<file path="config.mk">
export PLATFORM = sky130hd
export DESIGN_NAME = id_stage_module
export DESIGN_NICKNAME = d
export VERILOG_FILES = /design/src/rtl/id_stage_module.sv
export SDC_FILE = /design/constraint.sdc
export NUM_CORES = 2
export LEC_CHECK = 0
export ABC_AREA = 1
export ABC_CLOCK_PERIOD_IN_PS = 3400
export BUFFER_PORTS_ARGS = -buffer_cell sky130_fd_sc_hd__buf_2
export CORE_UTILIZATION = 57
export DETAILED_ROUTE_END_ITERATION = 8
export PLACE_DENSITY = 0.77
export SYNTH_ARGS = -nofsm -noshare
export SYNTH_HDL_FRONTEND = slang
export SYNTH_SLANG_ARGS = --single-unit
</file>
<file path="constraint.sdc">
create_clock -name clk -period 3.4 [get_ports clk]
set_input_delay 0.17 -clock clk [delete_from_list [all_inputs] [get_ports clk]]
set_output_delay 0.17 -clock clk [all_outputs]
set_load 0.1 [all_outputs]
</file>
<file path="src/rtl/id_stage_module.sv">
// Decode stage of the 5-stage pipeline.
// Takes pc+4 and the instruction from the fetch register and produces the
// ID/EX pipeline register. It contains the control unit, the condition check,
// a 16x32 register file written from WB, and the RAW hazard detector.
//
// Ports
//   clk, rst               clock and synchronous active-high reset
//   flush                  taken branch resolved in EX; squashes ID/EX
//   pc_in, instruction_in  inputs from the fetch register
//   status                 NZCV flags {N,Z,C,V}
//   wb_en/wb_dest/wb_value register file write port (from WB)
//   exe_*, mem_*           destinations in flight, used for hazard detection
//   hazard                 combinational freeze request to fetch
//   remaining outputs      registered ID/EX fields
module id_stage_module #(
  parameter int ADDR_W  = 32,
  parameter int INSTR_W = 32,
  parameter int DATA_W  = 32,
  parameter int REG_AW  = 4
) (
  input  logic               clk,
  input  logic               rst,
  input  logic               flush,
  input  logic [ADDR_W-1:0]  pc_in,
  input  logic [INSTR_W-1:0] instruction_in,
  input  logic [3:0]         status,
  input  logic               wb_en,
  input  logic [REG_AW-1:0]  wb_dest,
  input  logic [DATA_W-1:0]  wb_value,
  input  logic               exe_wb_en,
  input  logic [REG_AW-1:0]  exe_dest,
  input  logic               mem_wb_en,
  input  logic [REG_AW-1:0]  mem_dest,
  output logic               hazard,
  output logic [ADDR_W-1:0]  pc,
  output logic [DATA_W-1:0]  val_rn,
  output logic [DATA_W-1:0]  val_rm,
  output logic [REG_AW-1:0]  dest,
  output logic [REG_AW-1:0]  src1,
  output logic [REG_AW-1:0]  src2,
  output logic [3:0]         exe_cmd,
  output logic               mem_r_en,
  output logic               mem_w_en,
  output logic               wb_en_out,
  output logic               b,
  output logic               s,
  output logic               imm,
  output logic [11:0]        shift_operand,
  output logic [23:0]        signed_imm_24
);

  localparam int NREG = 2 ** REG_AW;

  // Instruction fields
  logic [3:0]        cond;
  logic [1:0]        mode;
  logic              i_bit, s_bit;
  logic [3:0]        opcode;
  logic [REG_AW-1:0] rn, rd, rm, src2_sel;

  assign cond   = instruction_in[31:28];
  assign mode   = instruction_in[27:26];
  assign i_bit  = instruction_in[25];
  assign opcode = instruction_in[24:21];
  assign s_bit  = instruction_in[20];
  assign rn     = instruction_in[16 +: REG_AW];
  assign rd     = instruction_in[12 +: REG_AW];
  assign rm     = instruction_in[0 +: REG_AW];

  // A store reads its data register (Rd) through the second read port.
  assign src2_sel = (mode == 2'b01 && !s_bit) ? rd : rm;

  // Register file
  logic [DATA_W-1:0] regs_q [NREG];
  logic [DATA_W-1:0] regs_d [NREG];
  logic [DATA_W-1:0] rd_rn, rd_src2;

  always_comb begin
    regs_d = regs_q;
    if (wb_en) regs_d[wb_dest] = wb_value;
  end

  // Write-through: a read of the register being written this cycle sees the
  // new value, so WB and ID need no extra forwarding path.
  assign rd_rn   = (wb_en && wb_dest == rn)       ? wb_value : regs_q[rn];
  assign rd_src2 = (wb_en && wb_dest == src2_sel) ? wb_value : regs_q[src2_sel];

  // Control unit
  logic [3:0] cmd_c;
  logic       wb_c, mr_c, mw_c, b_c, s_c;

  always_comb begin
    cmd_c = 4'b0000;
    wb_c  = 1'b0;
    mr_c  = 1'b0;
    mw_c  = 1'b0;
    b_c   = 1'b0;
    s_c   = 1'b0;
    unique case (mode)
      2'b00: begin
        wb_c = 1'b1;
        s_c  = s_bit;
        case (opcode)
          4'b1101: cmd_c = 4'b0001;  // MOV
          4'b1111: cmd_c = 4'b1001;  // MVN
          4'b0100: cmd_c = 4'b0010;  // ADD
          4'b0101: cmd_c = 4'b0011;  // ADC
          4'b0010: cmd_c = 4'b0100;  // SUB
          4'b0110: cmd_c = 4'b0101;  // SBC
          4'b0000: cmd_c = 4'b0110;  // AND
          4'b1100: cmd_c = 4'b0111;  // ORR
          4'b0001: cmd_c = 4'b1000;  // EOR
          4'b1010: begin cmd_c = 4'b0100; wb_c = 1'b0; end  // CMP
          4'b1000: begin cmd_c = 4'b0110; wb_c = 1'b0; end  // TST
          default: begin wb_c = 1'b0; s_c = 1'b0; end
        endcase
      end
      2'b01: begin
        cmd_c = 4'b0010;
        if (s_bit) begin mr_c = 1'b1; wb_c = 1'b1; end
        else       mw_c = 1'b1;
      end
      2'b10:   b_c = 1'b1;
      default: ;
    endcase
  end

  // Condition check on {N,Z,C,V}
  logic flag_n, flag_z, flag_c, flag_v, cond_pass;
  assign {flag_n, flag_z, flag_c, flag_v} = status;

  always_comb begin
    unique case (cond)
      4'h0:    cond_pass = flag_z;
      4'h1:    cond_pass = !flag_z;
      4'h2:    cond_pass = flag_c;
      4'h3:    cond_pass = !flag_c;
      4'h4:    cond_pass = flag_n;
      4'h5:    cond_pass = !flag_n;
      4'h6:    cond_pass = flag_v;
      4'h7:    cond_pass = !flag_v;
      4'h8:    cond_pass = flag_c && !flag_z;
      4'h9:    cond_pass = !flag_c || flag_z;
      4'hA:    cond_pass = (flag_n == flag_v);
      4'hB:    cond_pass = (flag_n != flag_v);
      4'hC:    cond_pass = !flag_z && (flag_n == flag_v);
      4'hD:    cond_pass = flag_z || (flag_n != flag_v);
      4'hE:    cond_pass = 1'b1;
      default: cond_pass = 1'b0;
    endcase
  end

  // Hazard detection
  logic rn_used, two_src;
  assign rn_used = !(opcode == 4'b1101 || opcode == 4'b1111 || mode == 2'b10);
  assign two_src = (mode == 2'b01 && !s_bit) || (mode == 2'b00 && !i_bit);
  assign hazard  = (rn_used && ((exe_wb_en && rn == exe_dest) ||
                                (mem_wb_en && rn == mem_dest))) ||
                   (two_src && ((exe_wb_en && src2_sel == exe_dest) ||
                                (mem_wb_en && src2_sel == mem_dest)));

  // ID/EX register
  typedef struct packed {
    logic [ADDR_W-1:0] pc;
    logic [DATA_W-1:0] val_rn;
    logic [DATA_W-1:0] val_rm;
    logic [REG_AW-1:0] dest;
    logic [REG_AW-1:0] src1;
    logic [REG_AW-1:0] src2;
    logic [3:0]        exe_cmd;
    logic              mem_r_en;
    logic              mem_w_en;
    logic              wb_en;
    logic              b;
    logic              s;
    logic              imm;
    logic [11:0]       shift_operand;
    logic [23:0]       signed_imm_24;
  } id_ex_t;

  id_ex_t id_ex_d, id_ex_q;

  always_comb begin
    id_ex_d = '0;
    // A bubble clears every field, not only the controls, so a squashed
    // slot is indistinguishable from a flushed one downstream.
    if (!flush && !hazard) begin
      id_ex_d.pc            = pc_in;
      id_ex_d.val_rn        = rd_rn;
      id_ex_d.val_rm        = rd_src2;
      id_ex_d.dest          = rd;
      id_ex_d.src1          = rn;
      id_ex_d.src2          = src2_sel;
      id_ex_d.exe_cmd       = cmd_c;
      id_ex_d.mem_r_en      = mr_c && cond_pass;
      id_ex_d.mem_w_en      = mw_c && cond_pass;
      id_ex_d.wb_en         = wb_c && cond_pass;
      id_ex_d.b             = b_c && cond_pass;
      id_ex_d.s             = s_c && cond_pass;
      id_ex_d.imm           = i_bit;
      id_ex_d.shift_operand = instruction_in[11:0];
      id_ex_d.signed_imm_24 = instruction_in[23:0];
    end
  end

  always_ff @(posedge clk) begin
    if (rst) begin
      id_ex_q <= '0;
      regs_q  <= '{default: '0};
    end else begin
      id_ex_q <= id_ex_d;
      regs_q  <= regs_d;
    end
  end

  assign pc            = id_ex_q.pc;
  assign val_rn        = id_ex_q.val_rn;
  assign val_rm        = id_ex_q.val_rm;
  assign dest          = id_ex_q.dest;
  assign src1          = id_ex_q.src1;
  assign src2          = id_ex_q.src2;
  assign exe_cmd       = id_ex_q.exe_cmd;
  assign mem_r_en      = id_ex_q.mem_r_en;
  assign mem_w_en      = id_ex_q.mem_w_en;
  assign wb_en_out     = id_ex_q.wb_en;
  assign b             = id_ex_q.b;
  assign s             = id_ex_q.s;
  assign imm           = id_ex_q.imm;
  assign shift_operand = id_ex_q.shift_operand;
  assign signed_imm_24 = id_ex_q.signed_imm_24;

endmodule

</file>
==> metrics.csv <==
stage,metric,value,unit
sta,slew at the pin closest to its max-slew limit,1.27,ns
routing,post-detailed-route wirelength per cell,21.2,µm
pwr,PnR Total Power,19.1,mW
cts,CTS tree,built,
pwr,VDD IR max,362,µV
critical_path,reg2reg start,regs_q[416],
cts,clock sinks,646,
sta,RSZ-0062 raised after global routing,false,
run_status,outcome,"finished, final reports clean",
global_routing,GRT overflow,0,
place,Placed Cells,5404,
sta,final worst setup slack,0.0953,ns
synthesis,Compound-Gate Fraction of Synth Area,24.2,%
critical_path,max incr delay on CP,0.54,ns
sta,setup TNS,0,ns
routing,DRT iter0 DRCs,4560,
critical_path,Crit Path Class,in -> out,
sta,final worst path period share,97.2,%
place,I/O Buffers,272,
critical_path,critical path required time,3.23,ns
place,hpwl dp,65500,µm
synthesis,syn_nets,4871,
synthesis,post-synthesis simple-gate area fraction,24.6,%
run,Max Cap Viol,0,
routing,Via density,6.10,
cts,htree depth,3,
routing,Routed WL,119000,µm
critical_path,Crit Path Max Fanout,23,
critical_path,CP arrival,3.13,ns
finish,most frequent cells in the layout,"765 x nor2_1, 646 x dfxtp_1, 563 x nand2_1",
critical_path,CP Cell Sequence,dlygate4sd3_1 > buf_2 > inv_2 > nand2_2 > nor2_4 > nand2_1 > nand2_2 > nor2_1 > nor2_1 > nand3_1 > nand2_2 > nand2_4 > buf_6 > nand2_1 > buf_2,
min_path,hold wc startpoint,rst,
critical_path,critical path startpoint,instruction_in[27],
synthesis,Post-Synth XOR/XNOR Area,0.211,%
pwr,P_leak,14.6,nW
synthesis,Post-Syn Instances,4753,
sta,Final Hold Viols,0,
global_routing,initial antenna violation count,11,
global_routing,first-pass GRT wire length,180000,µm
sta,Max Clk Rate,303,MHz
floorplan,die area,58000,µm²
pwr,Pwr Density,511,nW/µm²
floorplan,number of top-level pins,273,
synthesis,Netlist Area Pre-Place,32500,µm²
finish,post-layout util,66.1,%
finish,layout cell share with drive strength beyond 1,10.9,%
cts,root buf cell,clkbuf_16,
global_routing,largest net degree at the start of global routing,232,
synthesis,Post-synth top flop,dfxtp_1,
synthesis,flip-flop and latch count after synthesis,646,
critical_path,"CP delay by family, top",buffers and inverters,
floorplan,DIE HEIGHT,241,µm
sta,final setup fails,0,
finish,final instance area,37300,µm²
min_path,Hold WC Path Type,in -> reg,
sta,min Tclk post-route,3.30,ns
synthesis,asr flop ratio synth,0,%
synthesis,Netlist cell types,35,
finish,P&R area growth vs syn,14.5,%
finish,Finished Layout Cells,5626,
global_routing,All-Layer GR Usage,40.2,%
critical_path,Buf/Inv on CP,5,
routing,Final ANT Viol Nets,0,
synthesis,"Seq/Total Area, Yosys",39.7,%
place,dpl ws,0.566,ns
synthesis,Avg Inst Size Synth,6.85,µm²
synthesis,number of synthesized flops with an enable pin,0,
finish,Nets,4928,
synthesis,multiplexer area fraction after synthesis,0,%
global_routing,vias in the first global route,30800,
floorplan,Die W,241,µm
floorplan,Initial Utilization,57.7,%
finish,"most common cell after layout, fill and taps aside",nor2_1,
sta,Hold WS,0.0637,ns
sta,max_slew headroom,15.2,%
cts,clock latency on the worst-skew pair,0.61,ns
synthesis,yosys warns,0,
routing,DRC Markers,0,
floorplan,Site Rows,87,
synthesis,synthesized-area fraction occupied by adder cells,0,%
sta,Final Max Tran Viols,0,
cts,clock buffer count from CTS,69,
routing,DRT Pass-1 Iters,9,
critical_path,Worst setup EP type,primary output,
routing,DR vias,34300,
critical_path,Worst path most repeated cell,nand2_2,
place,area post-placement,34000,µm²
synthesis,largest family of logic cells by synthesized area,simple AND/OR/NAND/NOR gates,
critical_path,critical path startpoint category,primary input,
place,placer congestion estimate,0.982,
cts,clk buf depth,3,
floorplan,Core Area,56400,µm²
critical_path,highest-delay cell along the critical path,dlygate4sd3_1,
cts,Worst-path clk slew,0.06,ns
sta,Layout Skew,0.0176,ns
[flip-flops by register name (all words and copies together), names as in the netlist, 3 cells and up]
| name | flops |
|---|---|
| src2 | 4 |
| shift_operand | 11 |
| signed_imm_24 | 7 |
| pc | 32 |
| val_rm | 32 |
| val_rn | 32 |
| exe_cmd | 4 |
| regs_q | 512 |
| dest | 3 |
| src1 | 3 |
[logic make-up after synthesis]
kind of cell	count (synthesis)
AO/OA/AOI/OAI	1277
XOR/XNOR	7
buffers and inverters	922
flip-flops	646
AND/OR/NAND/NOR	1901
[cell type report]
| class | instances | area [µm²] |
|---|---|---|
| inverters | 468 | 1770 |
| fillers | 4910 | 19100 |
| well taps | 756 | 946 |
| multi-input cells | 3185 | 16100 |
| diodes | 9 | 22.5 |
| clock inverters | 24 | 288 |
| clock buffers | 98 | 2020 |
| flip-flops and latches | 646 | 12900 |
| repair buffers | 440 | 3170 |
[routing by layer]
| layer | track usage (%) | up-vias | share of wire (%) |
|---|---|---|---|
| li1 | - | 16200 | - |
| met1 | 52.0 | 15600 | 39 |
| met2 | 60.5 | 2134 | 42 |
| met3 | 10.6 | 452 | 13 |
| met4 | 23.2 | 8 | 5.6 |
| met5 | 0 | - | 0.040 |
[what timing repair did]
action                                  in CTS  in global routing
endpoints found under the setup margin       0                  1
setup buffers                                0                  0
resized for setup                            0                  1
hold buffers                                91                  0
hold endpoints to repair                    92                  0
[power breakdown]
part	switching (mW)	internal, mW
registers	0.126	7.78
clock network	3.20	4.60
logic	2.52	0.820
total	5.85	13.2
[synth_stat cells (7+ instances only)]
library cell | n | area (µm²)
nor2_1 | 781 | 2930
dfxtp_1 | 646 | 12900
nand2_1 | 565 | 2120
a211oi_1 | 481 | 3610
nand3_1 | 437 | 2190
inv_1 | 433 | 1630
a21oi_1 | 357 | 1790
clkbuf_1 | 335 | 1260
o21ai_0 | 329 | 1650
o211ai_1 | 97 | 728
buf_2 | 73 | 365
nand4_1 | 71 | 444
clkinv_1 | 31 | 116
or2_2 | 30 | 188
buf_4 | 22 | 165
buf_1 | 20 | 75.1
nand2_2 | 7 | 43.8
[worst paths after layout]
| path | slack (ns) | cells after the start | to |
|---|---|---|---|
| worst max-delay path | 0.1 | 15 | hazard |
| worst min-delay path | 0.06 | 2 | regs_q[118] |
| worst max register to register | 1.96 | 8 | val_rn[0] |
| worst min register to register | 0.47 | 2 | regs_q[110] |
Note: power is estimated with default switching activity, not from simulation.
